===== config.mk =====
export PLATFORM = sky130hd
export DESIGN_NAME = fetch_unit
export DESIGN_NICKNAME = d
export VERILOG_FILES = /design/src/rtl/cpu_pkg.sv /design/src/rtl/branch_compare.sv /design/src/rtl/fetch_unit.sv
export SDC_FILE = /design/constraint.sdc
export NUM_CORES = 1
export LEC_CHECK = 0
export CAP_MARGIN = 20
export CORE_MARGIN = 10
export CORE_UTILIZATION = 51
export CTS_BUF_LIST = sky130_fd_sc_hd__clkbuf_8
export CTS_CLUSTER_SIZE = 28
export DETAILED_ROUTE_END_ITERATION = 6
export PLACE_DENSITY = 0.93
export SETUP_SLACK_MARGIN = 0.5
export SLEW_MARGIN = 30
export SYNTH_ARGS = -nofsm -noshare
export SYNTH_HDL_FRONTEND = slang
export SYNTH_SLANG_ARGS = --single-unit

===== constraint.sdc =====
create_clock -name clk -period 4.6 [get_ports clk]
set_input_delay 0.46 -clock clk [delete_from_list [all_inputs] [get_ports clk]]
set_output_delay 0.46 -clock clk [all_outputs]
set_load 0.01 [all_outputs]

===== src/rtl/cpu_pkg.sv =====
// Constants shared by the decoder and fetch stage: branch compare codes,
// the canonical NOP encoding and the default reset PC.
package cpu_pkg;

  localparam logic [2:0] CMP_NONE = 3'b000;
  localparam logic [2:0] CMP_BEQ  = 3'b001;
  localparam logic [2:0] CMP_BNE  = 3'b010;
  localparam logic [2:0] CMP_BLEZ = 3'b011;
  localparam logic [2:0] CMP_BGTZ = 3'b100;
  localparam logic [2:0] CMP_BLTZ = 3'b101;

  localparam logic [31:0] NOP_INST         = 32'h0000_0000;
  localparam logic [31:0] DEFAULT_RESET_PC = 32'h0040_0000;

endpackage


===== src/rtl/branch_compare.sv =====
// Combinational branch condition evaluation on forwarded ID-stage operands.
module branch_compare
  import cpu_pkg::*;
(
  input  logic [31:0] rs,
  input  logic [31:0] rt,
  input  logic [2:0]  cmp,
  output logic        taken
);

  logic w_rs_neg;
  logic w_rs_zero;

  assign w_rs_neg  = rs[31];
  assign w_rs_zero = (rs == 32'h0);

  always_comb begin
    taken = 1'b0;
    case (cmp)
      CMP_BEQ:  taken = (rs == rt);
      CMP_BNE:  taken = (rs != rt);
      CMP_BLEZ: taken = w_rs_neg | w_rs_zero;
      CMP_BGTZ: taken = ~w_rs_neg & ~w_rs_zero;
      CMP_BLTZ: taken = w_rs_neg;
      default:  taken = 1'b0;
    endcase
  end

endmodule


===== src/rtl/fetch_unit.sv =====
// IF stage with PC and IF/ID registers; resolves branches/jumps in ID and
// redirects fetch with a single-bubble flush.
module fetch_unit
  import cpu_pkg::*;
#(
  parameter logic [31:0] RESET_PC = DEFAULT_RESET_PC
) (
  input  logic        clk,
  input  logic        reset,
  input  logic        stall,
  output logic [31:0] imem_addr,
  input  logic [31:0] imem_data,
  output logic [31:0] if_id_inst,
  output logic [31:0] if_id_pc4,
  output logic        if_id_valid,
  input  logic        id_branch,
  input  logic [2:0]  id_branch_cmp,
  input  logic        id_jump,
  input  logic        id_jump_src,
  input  logic [31:0] id_rs_data,
  input  logic [31:0] id_rt_data,
  output logic        redirect,
  output logic [31:0] redirect_count
);

  logic [31:0] r_pc;
  logic [31:0] r_inst;
  logic [31:0] r_pc4;
  logic        r_valid;
  logic [31:0] r_count;

  logic        w_cmp_true;
  logic        w_taken_br;
  logic        w_do_jump;
  logic        w_redirect;
  logic [31:0] w_pc_plus4;
  logic [31:0] w_br_target;
  logic [31:0] w_j_target;
  logic [31:0] w_target;

  branch_compare u_branch_compare (
    .rs    (id_rs_data),
    .rt    (id_rt_data),
    .cmp   (id_branch_cmp),
    .taken (w_cmp_true)
  );

  // A bubble (valid=0) can never redirect, so redirects are never back-to-back.
  assign w_taken_br = r_valid & id_branch & w_cmp_true;
  assign w_do_jump  = r_valid & id_jump;
  assign w_redirect = ~stall & (w_taken_br | w_do_jump);

  assign w_pc_plus4  = r_pc + 32'd4;
  assign w_br_target = r_pc4 + {{14{r_inst[15]}}, r_inst[15:0], 2'b00};
  assign w_j_target  = {r_pc4[31:28], r_inst[25:0], 2'b00};

  always_comb begin
    w_target = w_br_target;
    if (w_do_jump) begin
      w_target = id_jump_src ? id_rs_data : w_j_target;
    end
  end

  always_ff @(posedge clk or posedge reset) begin
    if (reset) begin
      r_pc    <= RESET_PC;
      r_inst  <= NOP_INST;
      r_pc4   <= 32'h0;
      r_valid <= 1'b0;
      r_count <= 32'h0;
    end else if (!stall) begin
      if (w_redirect) begin
        r_pc    <= w_target;
        r_inst  <= NOP_INST;
        r_pc4   <= 32'h0;
        r_valid <= 1'b0;
        r_count <= r_count + 32'd1;
      end else begin
        r_pc    <= w_pc_plus4;
        r_inst  <= imem_data;
        r_pc4   <= w_pc_plus4;
        r_valid <= 1'b1;
      end
    end
  end

  assign imem_addr      = r_pc;
  assign if_id_inst     = r_inst;
  assign if_id_pc4      = r_pc4;
  assign if_id_valid    = r_valid;
  assign redirect       = w_redirect;
  assign redirect_count = r_count;

endmodule

==> metrics.md, run 1 <==
| Metric | Value |
|---|---|
| Non-Filler Instances | ~1500 |
| Placer's final routability congestion estimate | 0.956 |
| Register area share after synthesis | approximately 37% |
| Final number of setup-violating endpoints | 0 |
| CP max-delay cell | clkdlybuf4s50_1 |
| Synth async-reset ratio | between 90% and 100% |
| Initial antenna violation count | 1 |
| Num CTS Buffers | 17 |
| Tot GR Track Use | 28.1% |
| Largest net degree at the start of global routing | between 100 and 150 |
| Distinct cells, synth | 59 |
| H-tree depth | 4 |
| Clock root cell | clkbuf_8 |
| Status | finished, final reports clean |
| Critical Path Source Type | primary input |
| Critical path arrival | ~3.6 ns |
| CP max stage delay | between 0.5 and 0.6 ns |
| Cell family with most CP delay | simple AND/OR/NAND/NOR gates |
| Syn Nets | 1146 |
| Post-route DRC violation count | 0 |
| Synth-to-layout area growth | 33.8% |
| Pwr dens | about 430 nW/um2 |
| DR pass1 iterations | 6 |
| Final cycle utilization of the critical path | about nine tenths |
| Max VDD drop | between 0.2 and 0.25 mV |
| Req. time, crit path | 4.14 ns |
| Dominant cell type by area after synthesis | dfrtp_1 |
| Worst skew pair latency | approximately 0.46 ns |
| Hold Crit Class | primary input to async pin |
| Syn Inst Count | 1009 |
| Postcts setup bufs | 0 |
| IO Count | 235 |
| Final hold vios | 0 |
| Post-DR wirelength/cell | around 22 um |
| Max_cap viols | 0 |
| DP HPWL | between 20000 and 25000 um |
| CP Class | primary input to output pin |
| Layout cells sized above 1 | under 10% |
| Fmax | 0.245 GHz |
| Row count | 47 |
| Chip height | between 100 and 150 um |
| Avg Inst Size Synth | between 8 and 9 um2 |
| Cell mode on critical path | clkdlybuf4s50_1 |
| Fin. max-slew vios | 0 |
| Fin Setup TNS | 0 ns |
| Buffer and inverter count on the worst path | 3 |
| Die width | 150 um |
| Max Clock Skew | 0.0123 ns |
| TritonCTS clock tree | done |
| Total gr overflow | 0 |
| First-pass GRT wire length | roughly 50000 um |
| Via density | a little over 6 |
| RSZ-0062 raised after global routing | false |
| Worst-path cell chain | clkdlybuf4s50_1 -> xor2_1 -> nor4_1 -> nand4_1 -> or4_1 -> a41o_1 -> a21o_4 -> nand2_4 -> inv_1 -> clkdlybuf4s50_1 |
| Slew HR | 34.1% |
| Clk sinks | roughly 130 |
| Antenna Nets Post-Route | 0 |
| Synth area leaders | dfrtp_1 (37%), nand2_1 (7.2%), xor2_1 (5.9%), xnor2_1 (5.7%), o21ai_0 (5.0%) |
| Leakage | just under 5 nW |
| Synthesized flop and latch total | between 100 and 150 |
| Overall routed net length | ~32000 um |
| Clock period minus worst slack | 4.08 ns |
| I/O Buffers | 234 |
| Synth warn | 0 |
| Vias in the first global route | ~9100 |
| CP Capture Type | output pin |
| DR vias | slightly below 9000 |
| Reg2reg setup slack | roughly 1 ns |
| Placed insts | between 1000 and 1500 |
| Initial DRC count | 960 |
| EDFF count, synth | 0 |
| Yosys top cell area share | 37.2% |
| Synth Flop Type | dfrtp_1 |
| Nets@finish | 1359 |
| Worst-margin pin slew | between 0.9 and 1 ns |
| Mapped Area | roughly 8600 um2 |
| Worst-path clk slew | about 0.080 ns |
| Initial Utilization | slightly above 50% |
| Core outline area | about 17000 um2 |
| DIE AREA | about 22000 um2 |
| Max clock buf depth | 2 |
| Max Fanout on Critical Path | 4 |
[synth_stat cells, drive strengths merged (3+ instances only)]
master / number
a211oi: 10
a21o: 23
a21oi: 54
a31oi: 12
a32oi: 3
and2: 4
and3: 18
and4: 7
buf: 14
clkbuf: 40
dfrtp: 128
ha: 31
inv: 25
mux2: 7
mux2i: 23
nand2: 167
nand2b: 6
nand3: 27
nand4: 18
nor2: 58
nor2b: 6
nor3: 13
nor4: 18
o211ai: 10
o21a: 6
o21ai: 86
o22ai: 4
o311ai: 3
o31ai: 30
or3: 7
or4: 3
xnor2: 56
xor2: 58
[report_power, final]
| group | switching (W) | internal [W] | total, W |
|---|---|---|---|
| Combinational | 0.00109 | 0.00108 | 0.00217 |
| Clock | 0.000491 | 0.000494 | 0.000985 |
| Sequential | 0.000386 | 0.00139 | 0.00177 |
| Total | 0.00197 | 0.00297 | 0.00493 |
[final cells by class]
| cell class | instances | area, um2 |
|---|---|---|
| Multi-Input combinational cell | 801 | 5080 |
| Clock buffer | 18 | 248 |
| Clock inverter | 14 | 141 |
| Antenna cell | 1 | 2.50 |
| Timing Repair Buffer | 248 | 2450 |
| Tap cell | 220 | 275 |
| Inverter | 25 | 96.3 |
| Fill cell | 1293 | 5060 |
| Sequential cell | 129 | 3230 |
[flip-flops by register name (all words and copies together) (netlist names)]
| name | count |
|---|---|
| if_id_inst | 32 |
| if_id_pc4 | 32 |
| if_id_valid | 1 |
| imem_addr | 32 |
| redirect_count | 32 |
[path summary, 6_finish.rpt]
check | from | to | depth (start not counted)
setup / recovery | id_rs_data[17] | redirect | 10
hold / removal | reset | redirect_count[30] | 2
setup reg to reg | imem_addr[3] | imem_addr[31] | 9
hold reg to reg | redirect_count[31] | redirect_count[31] | 1
max in group asynchronous | reset | imem_addr[22] | 3
min in group clk | stall | if_id_pc4[27] | 3
[stage by stage]
stage          total power [W]  util (%)  setup slack [ns]  cell area, um2  hold slack (ns)
2_1_floorplan          0.00289         -             0.701            8610            0.504
3_3_place_gp           0.00386      67.1             0.555           11100            0.464
3_5_place_dp           0.00392      67.1             0.550           11100            0.471
4_1_cts                0.00491      69.4             0.532           11500            0.459
5_1_grt                0.00522      69.5             0.518           11500            0.511
6_report               0.00493      69.5             0.518           11500            0.445
[placed cells by master (no fill, tap or decap), types with 7 or more instances in the layout]
| cell type | count |
|---|---|
| clkdlybuf4s50_1 | 232 |
| nand2_1 | 166 |
| dfrtp_1 | 128 |
| o21ai_0 | 86 |
| xor2_1 | 58 |
| nor2_1 | 58 |
| xnor2_1 | 56 |
| a21oi_1 | 54 |
| ha_1 | 31 |
| o31ai_1 | 30 |
| nand3_1 | 27 |
| inv_1 | 26 |
| mux2i_1 | 23 |
| a21o_1 | 22 |
| nand4_1 | 18 |
| and3_1 | 18 |
| clkbuf_8 | 18 |
| nor4_1 | 17 |
| buf_4 | 14 |
| nor3_1 | 13 |
| a31oi_1 | 12 |
| a211oi_1 | 10 |
| o211ai_1 | 10 |
| and4_1 | 7 |
| or3_1 | 7 |
| mux2_2 | 7 |
[timing repair]
action	4_1_cts	5_1_grt
setup endpoints to repair	0	1
resized for setup	0	1
hold buffers	0	0
[logic make-up (layout without fill, tap and decap cells)]
group,Yosys count,after routing,synth area share [%]
other,0,1,0
AND/OR/NAND/NOR,358,358,19.3
flip-flops,129,129,37.5
buffers and inverters,79,305,3.72
AO/OA/AOI/OAI,267,267,19.5
multiplexers,30,30,3.59
XOR/XNOR,114,114,11.6
adder cells (fa/ha/maj),32,32,4.74
[per-layer routing]
metal  up-vias  wire length (um)  global-route usage [%]
met5         -                 0                       0
met4         0              1410                    14.0
met3        96              3390                    8.39
met2       536             14900                    45.0
met1      4223             12000                    33.8
li1       4037                 -                       -
Power figures use the tool's default switching activity.
==> inputs of run 2 (changes only) <==
--- a/config.mk
+++ b/config.mk
@@ -11,7 +11,7 @@
 export CTS_BUF_LIST = sky130_fd_sc_hd__clkbuf_8
 export CTS_CLUSTER_SIZE = 28
 export DETAILED_ROUTE_END_ITERATION = 6
-export PLACE_DENSITY = 0.93
+export PLACE_DENSITY_LB_ADDON = 0.2
 export SETUP_SLACK_MARGIN = 0.5
 export SLEW_MARGIN = 30
 export SYNTH_ARGS = -nofsm -noshare
==> run 2 against run 1 <==
Net effect:
- critical path depth stayed put
- sequential share of layout area decreased by 0.076 points
- global-route usage down 1.5 points
- largest cell class unchanged
- fmax up 1.1%
- non-clock buffer count fell by 2
- first-iteration DRC count shrank 11%
==> metrics.md, run 2 (synthesis gave the netlist of run 1 again) <==
| Metric | Value |
|---|---|
| Status | finished, final reports clean |
| H-tree depth | 4 |
| Max VDD drop | around 0.26 mV |
| Antenna Nets Post-Route | 0 |
| Initial Utilization | 51.9% |
| Slew HR | 42.9% |
| Initial DRC count | 855 |
| Reg2reg start | if_id_inst[9] |
| Num CTS Buffers | 17 |
| Largest net degree at the start of global routing | between 100 and 150 |
| Worst-path cell chain | clkdlybuf4s50_1 -> xor2_1 -> nor4_1 -> nand4_1 -> or4_1 -> a41o_1 -> a21o_4 -> nand2_4 -> inv_1 -> clkdlybuf4s50_1 |
| First-pass GRT wire length | 47000 um |
| CP max stage delay | roughly 0.58 ns |
| Final Util | between 60% and 70% |
| Row count | 47 |
| Vias in the first global route | ~8300 |
| Req. time, crit path | between 4 and 5 ns |
| Critical Path Source Type | primary input |
| I/O Buffers | about 230 |
| Leakage | 4.97 nW |
| Layout cells sized above 1 | just under 5% |
| Critical path arrival | 3.58 ns |
| Max_cap viols | 0 |
| Overall routed net length | about 30000 um |
| Final number of setup-violating endpoints | 0 |
| CP max-delay cell | clkdlybuf4s50_1 |
| Initial antenna violation count | 3 |
| Final cycle utilization of the critical path | between 80% and 90% |
| CP Class | primary input to output pin |
| Non-Filler Instances | 1454 |
| Cell mode on critical path | clkdlybuf4s50_1 |
| Max Clock Skew | roughly 0.018 ns |
| Fin Setup TNS | 0 ns |
| Tot GR Track Use | 26.6% |
| DR pass1 iterations | 5 |
| Fin. max-slew vios | 0 |
| DIE AREA | about 22000 um2 |
| Nets@finish | approximately 1400 |
| Max Fanout on Critical Path | 10 |
| Cell family with most CP delay | simple AND/OR/NAND/NOR gates |
| Total gr overflow | 0 |
| Chip height | ~150 um |
| Placed insts | ~1400 |
| Buffer and inverter count on the worst path | 3 |
| Fmax | around 0.25 GHz |
| Placer's final routability congestion estimate | around 0.98 |
| Clk sinks | roughly 130 |
| Final hold vios | 0 |
| Clock root cell | clkbuf_8 |
| Reg2reg setup slack | about 1.1 ns |
| DR vias | approximately 8700 |
| Post-DR wirelength/cell | 21.2 um |
| Reg-to-Reg End | imem_addr[31] |
| Pwr dens | roughly 430 nW/um2 |
| Die width | 150 um |
| Hold path endpoint | redirect_count[30] |
| TritonCTS clock tree | done |
| Commonest non-fill, non-tap cell in the layout | clkdlybuf4s50_1 |
| Clock period minus worst slack | approximately 4 ns |
| RSZ-0062 raised after global routing | false |
| Reg2Reg Depth | 10 |
| DP HPWL | 22600 um |
| CP Capture Type | output pin |
| Commonest non-fill, non-tap cells in the layout | clkdlybuf4s50_1 (231), nand2_1 (165), dfrtp_1 (128) |
| IO Count | about 240 |
| Worst-path clk slew | ~0.08 ns |
| Via density | ~6 |
| Hold Path Cell Cnt | 1 |
| Max clock buf depth | 2 |
| Post-route DRC violation count | 0 |
| Hold Startpoint | redirect_count[30] |
| Core outline area | 16600 um2 |
| Synth-to-layout area growth | 34.1% |
| Hold Crit Class | flop to flop |
| Worst skew pair latency | 0.47 ns |
| Worst-margin pin slew | around 0.86 ns |
[run 2: cell count changes in the layout (fill, tap and decap cells not counted), moves of 2 or more]
cell / change
inv_1: -3
buf_4: -2
clkinv_2: -2
inv_6: +2
[run 2: worst max path at each step]
stage,from,endpoint,slack [ns],depth (start not counted)
6_report,id_rs_data[19],redirect,0.56,10
3_3_place_gp,id_rs_data[14],redirect,0.58,10
3_5_place_dp,id_rs_data[14],redirect,0.57,10
5_1_grt,id_rs_data[24],redirect,0.51,10
2_1_floorplan,reset,if_id_inst[0],0.70,1
4_1_cts,id_rs_data[14],redirect,0.54,10
[run 2: through the flow]
| step | instance area (um2) | total power [W] | setup WS [ns] | hold slack (ns) |
|---|---|---|---|---|
| after floorplan | 8610 | 0.00289 | 0.701 | 0.504 |
| after global placement | 11100 | 0.00386 | 0.580 | 0.455 |
| final | 11600 | 0.00498 | 0.562 | 0.491 |
| after detailed placement | 11100 | 0.00389 | 0.567 | 0.475 |
| after global routing | 11600 | 0.00526 | 0.506 | 0.506 |
| after CTS | 11500 | 0.00497 | 0.545 | 0.491 |
[run 2: routing by layer]
metal,vias up,share of wire [%],GRT usage (%)
li1,4024,-,-
met2,410,48,43.3
met5,-,0.049,0
met4,2,2.3,9.48
met3,54,9.2,7.13
met1,4186,40,33.3
[run 2: layout make-up]
| type | count | area, um2 |
|---|---|---|
| multi-input combinational | 801 | 5070 |
| tap | 220 | 275 |
| sequential | 129 | 3230 |
| timing repair buffer | 246 | 2450 |
| clock inverter | 14 | 183 |
| antenna | 2 | 5.00 |
| clock buffer | 17 | 234 |
| fill | 1365 | 5030 |
| inverter | 25 | 98.8 |
[run 2: power breakdown]
| group | internal [W] | switching (W) |
|---|---|---|
| Sequential | 0.00139 | 0.000374 |
| Combinational | 0.00109 | 0.00106 |
| Clock | 0.000543 | 0.000530 |
[run 2: worst reg2reg max path: cells and delay by family, from the launching register on]
| family | cells | cell delay (ns) |
|---|---|---|
| AOI/OAI and AO/OA | 6 | 2.00 |
| xor gates and xnor gates | 1 | 0.17 |
| adders and majority gates | 1 | 0.43 |
| DFF | 1 | 0.44 |
| and+or+nand+nor | 2 | 0.40 |
[run 2: what timing repair did]
action | 4_1_cts | 5_1_grt
hold buffers | 0 | 0
endpoints found under the setup margin | 0 | 1
setup buffers | 0 | 0
gates resized for setup | 0 | 1
==> edit 1, RTL diff (settings of run 2) <==
Make the reset (`reset`) synchronous in one clocked block.
--- a/src/rtl/fetch_unit.sv
+++ b/src/rtl/fetch_unit.sv
@@ -62,5 +62,5 @@
   end
 
-  always_ff @(posedge clk or posedge reset) begin
+  always_ff @(posedge clk) begin
     if (reset) begin
       r_pc    <= RESET_PC;
Formal check against the unedited RTL: differs if reset is asserted again (counterexample within 4 cycles, from zero or initial values and one cycle with reset high); with reset held inactive, the same outputs for 4 cycles.
==> edit 1 against run 2 <==
- routed wire length rose by 1.4%
- clock skew shrank 0.0064 ns
- area after synthesis fell by 1.5%
- cell area decreased by 2.0%
- utilization down 0.93 points
- sequential cell count unchanged
- maximum frequency increased by 3.1%
- worst setup slack improved by 0.12 ns
- critical path type unchanged
Power is not compared: it rests on default switching activity, and its combinational part moved more than twofold at a synthesized area within 25%.
==> edit 1: results (changes against run 2) <==
\begin{tabular}{lr}
\hline
Metric & Value \\
\hline
\multicolumn{2}{l}{\textbf{Finish}} \\
\quad Combined flip-flop and latch cell area & 2582 µm² (-20\%) \\
\quad Final-layout fill cell count & 1,457 (+6.7\%) \\
\quad Fraction of final layout cells with drive strength greater than 1 & 5.348\% (+0.48 points) \\
\quad Final Net Count & 1,435 (+5.7\%) \\
\quad Antenna Diode Count & 0 (-2) \\
\quad Fraction of the core area covered by cells at the end of the flow & 68.73\% (-0.93 points) \\
\multicolumn{2}{l}{\textbf{Hold path}} \\
\quad Hold Crit Start & if\_id\_inst[20]\$\_SDFFE\_PP0N\_ \\
\quad Hold path endpoint & if\_id\_inst[20]\$\_SDFFE\_PP0N\_ \\
\multicolumn{2}{l}{\textbf{Synthesis}} \\
\quad Most frequent cells after synthesis & 129 x dfxtp\_1, 124 x nor2\_1, 110 x a21oi\_1 \\
\quad Number of distinct library cells after synthesis & 70 (+19\%) \\
\quad Post-synth net total & 1,237 (+7.9\%) \\
\quad Main flop type after synthesis & dfxtp\_1 \\
\quad Asr flop ratio synth & 0\% (-100 points) \\
\multicolumn{2}{l}{\textbf{Placement}} \\
\quad Area of placed instances & 10,900 µm² (-2.0\%) \\
\quad Hpwl dp & 23,620 µm (+4.5\%) \\
\quad Routability congestion estimate & 0.9446 (-3.5\%) \\
\quad Pre-CTS setup slack & 0.6311 ns (+0.06435 ns) \\
\multicolumn{2}{l}{\textbf{Worst setup path}} \\
\quad Worst reg2reg path startpoint & if\_id\_inst[0]\$\_SDFFE\_PP0N\_ \\
\quad R2r endpoint & imem\_addr[30]\$\_SDFFE\_PP0N\_ \\
\quad Critical-path maximum fanout & 34 (+24) \\
\quad Origin of the worst setup path & id\_rs\_data[13] \\
\quad Worst reg2reg path depth & 11 (+1) \\
\multicolumn{2}{l}{\textbf{Global routing}} \\
\quad Initial antenna violation count & 0 (-3) \\
\quad GRT met2 Usage & 46.31\% (+3.0 points) \\
\quad Number of global-route vias before repair & 8,723 (+4.7\%) \\
\quad Largest net degree at the start of global routing & 78 (-32\%) \\
\quad Met1 global-route usage & 32.72\% (-0.57 points) \\
\multicolumn{2}{l}{\textbf{Route}} \\
\quad Total met2 wirelength after detailed routing & 15,320 µm (+2.5\%) \\
\quad Mean routed wirelength per cell & 20.46 µm (-3.6\%) \\
\quad Routed met3 length & 2071 µm (-27\%) \\
\quad Total Routed Length & 31,280 µm (+1.4\%) \\
\quad Number of violations reported at the end of detailed-routing iteration 0 & 726 (-15\%) \\
\multicolumn{2}{l}{\textbf{Timing}} \\
\quad Worst setup skew after layout & 0.01181 ns (-0.006432 ns) \\
\quad Worst hold margin & 0.4854 ns (-0.005882 ns) \\
\multicolumn{2}{l}{\textbf{Floorplanning}} \\
\quad Area of the core region & 16,470 µm² (-0.71\%) \\
\multicolumn{2}{l}{\textbf{Outcome}} \\
\quad Outcome & finished clean \\
\hline
\end{tabular}
[edit 1: cell types whose count changed after synthesis, sizes merged, moves of 10 or more]
cell,change
dfxtp,+129
dfrtp,-128
nor2,+67
nand2,-59
a21oi,+56
o21ai,-39
nand3,+36
nor3,+29
o31ai,-27
buf,+12
nand4,+11
xnor2,-10
[edit 1: logic make-up after synthesis]
group	share of synthesized area, %
simple gates	26.23
flops	30.45
buf+inv	4.263
fa+ha+maj	4.809
xor+xnor	11.05
compound gates	19.38
mux	3.821
[edit 1: power groups by stage]
stage,Combinational (mW),Sequential (mW),Clock (mW)
after floorplan,0.248,1.22,0
after global placement,0.502,1.22,0
after detailed placement,0.507,1.22,0
after CTS,0.510,1.19,1.07
after global routing,0.555,1.20,1.11
final,0.512,1.19,1.06
[edit 1: critical path, cell delays in order]
cell and delay, ns:
clkdlybuf4s50_1 0.47, xor2_1 0.19, nor4_1 0.38, nand4_1 0.28, nor4_4 0.47, o31a_4 0.48
nand2_2 0.11, inv_2 0.07, clkdlybuf4s50_1 0.54
==> edit 2, RTL diff (config.mk and constraints of run 2) <==
Made on the original files. Put one more register stage on the output `redirect_count`. The value now appears one clock later. The other outputs are not delayed to match.
--- a/src/rtl/fetch_unit.sv
+++ b/src/rtl/fetch_unit.sv
@@ -90,5 +90,7 @@
   assign if_id_valid    = r_valid;
   assign redirect       = w_redirect;
-  assign redirect_count = r_count;
+  always_ff @(posedge clk) begin
+    redirect_count <= r_count;
+  end
 
 endmodule
Function: changed (a bounded check fails within 4 cycles, from zero or initial values and one cycle with reset high).
==> edit 2 against run 2 <==
- routed wire length increased by 4.0%
- area after synthesis increased by 9.4%
- worst hold slack got worse by 0.079 ns
- sequential cell count increased by 32
- cell area grew 7.2%
- critical path depth fell by 1
- power is 8.3% higher
- worst setup slack better by 0.26 ns
- via count is 4.3% higher
==> edit 2: results (changes against run 2) <==
\begin{tabular}{lr}
\hline
Metric & Value \\
\hline
\multicolumn{2}{l}{\textbf{Global routing}} \\
\quad Met3 GRT Util & 8.795\% (+1.7 points) \\
\quad Number of global-route vias before repair & 8,776 (+5.4\%) \\
\quad Largest net degree at the start of global routing & 78 (-32\%) \\
\quad Met1 global-route usage & 33.28\% (about the same) \\
\quad First-pass GRT wire length & 50,410 µm (+7.3\%) \\
\quad GRT met2 Usage & 41.09\% (-2.2 points) \\
\quad Global router's overall resource usage & 26.17\% (-0.42 points) \\
\multicolumn{2}{l}{\textbf{Pwr}} \\
\quad Post-layout total power & 5.397 mW (+8.3\%) \\
\quad Worst voltage drop across the vdd grid & 0.2464 mV (-4.0\%) \\
\quad Internal Pwr Total & 3.215 mW (+6.6\%) \\
\quad Power density over the cells & 435.9 nW/µm² (+1.1\%) \\
\quad Power Combinational & 2.24 mW (+4\%) \\
\multicolumn{2}{l}{\textbf{Route}} \\
\quad Vias after detailed routing & 9,053 (+4.3\%) \\
\quad Total met2 wirelength after detailed routing & 14,950 µm (about the same) \\
\quad Routed met3 length & 3298 µm (+16\%) \\
\quad Mean number of vias per cell & 6.011 (+0.74\%) \\
\quad Sum of routed wire segments on met1 & 13,160 µm (+6.7\%) \\
\quad Total Routed Length & 32,070 µm (+4.0\%) \\
\multicolumn{2}{l}{\textbf{Finish}} \\
\quad Fraction of final layout cells with drive strength greater than 1 & 5.027\% (+0.16 points) \\
\quad Final-layout fill cell count & 1,438 (+5.3\%) \\
\quad Final Net Count & 1,397 (+2.9\%) \\
\multicolumn{2}{l}{\textbf{Timing}} \\
\quad Worst setup skew after layout & 0.01210 ns (-0.006144 ns) \\
\quad Relative slew slack & 38.51\% (-4.3 points) \\
\multicolumn{2}{l}{\textbf{Worst setup path}} \\
\quad Data arrival at the endpoint of the critical path & 3.32 ns (-0.26 ns) \\
\quad Critical-path maximum fanout & 4 (-6) \\
\multicolumn{2}{l}{\textbf{Placement}} \\
\quad Pre-CTS setup slack & 0.7272 ns (+0.1604 ns) \\
\quad Post-Place Cells & 1,470 (+3.4\%) \\
\multicolumn{2}{l}{\textbf{Synthesis}} \\
\quad Most frequent cells after synthesis & 147 x nand2\_1, 128 x dfrtp\_1, 62 x a21oi\_1 \\
\quad Post-synth net total & 1,185 (+3.4\%) \\
\quad Cell count after synthesis & 1,048 (+3.9\%) \\
\quad Top post-synthesis cells by area & dfrtp\_1 34\%, dfxtp\_1 6.8\%, nand2\_1 5.9\% \\
\multicolumn{2}{l}{\textbf{Outcome}} \\
\quad Outcome & finished clean \\
\multicolumn{2}{l}{\textbf{CTS}} \\
\quad Reg clk slew, reported paths & 0.10 ns (+0.02 ns) \\
\hline
\end{tabular}
[edit 2: cell count changes after synthesis, moves of 7 or more]
cell,delta
nand4_1,+10
mux2i_1,+9
nand2_1,-19
o21ai_0,-30
nand3_1,+10
nor2_1,-7
clkbuf_1,+10
dfxtp_1,+32
a21oi_1,+8
[edit 2: critical path, stage by stage]
cell and delay, ns:
clkdlybuf4s50_1 0.52, nor4_1 0.46, nand4_1 0.17, o21a_1 0.22, a311o_1 0.38, o31ai_4 0.27
nand2b_1 0.12, inv_1 0.14, clkdlybuf4s50_1 0.56
[edit 2: final cells by class]
cell class	instances	area share [%]
clock inverter	15	1.324
timing repair buffer	248	19.83
sequential	161	31.26
tap	229	2.314
clock buffer	17	1.890
antenna	4	0.08085
inverter	23	0.7377
multi-input combinational	809	42.57
[edit 2: cells by family (layout without fill, tap and decap cells)]
group / count (synthesis) / after routing / synth area share, %
buf+inv: 78 / 303 / 3.147
mux: 37 / 37 / 3.997
flops: 161 / 161 / 41.08
xor+xnor: 111 / 111 / 10.32
compound gates: 266 / 266 / 18.49
fa+ha+maj: 32 / 32 / 4.329
other cells: 0 / 4 / 0
simple gates: 363 / 363 / 18.65
[edit 2: path summary, 6_finish.rpt]
check                                               start                    endpoint  slack [ns]  cells after the start
worst min-delay path              r_count[31]$_DFFE_PP0P_  redirect_count[31]$_DFF_P_        0.41                      0
min in group asynchronous                           reset   if_id_pc4[31]$_DFFE_PP0N_        0.48                      2
worst min register to register    r_count[31]$_DFFE_PP0P_  redirect_count[31]$_DFF_P_        0.41                      0
max in group asynchronous                           reset   imem_addr[22]$_DFFE_PP1N_        3.37                      3
worst max-delay path                        id_rs_data[2]                    redirect        0.82                      9
worst max register to register  if_id_inst[0]$_DFFE_PP0N_   imem_addr[30]$_DFFE_PP0N_        1.10                     11
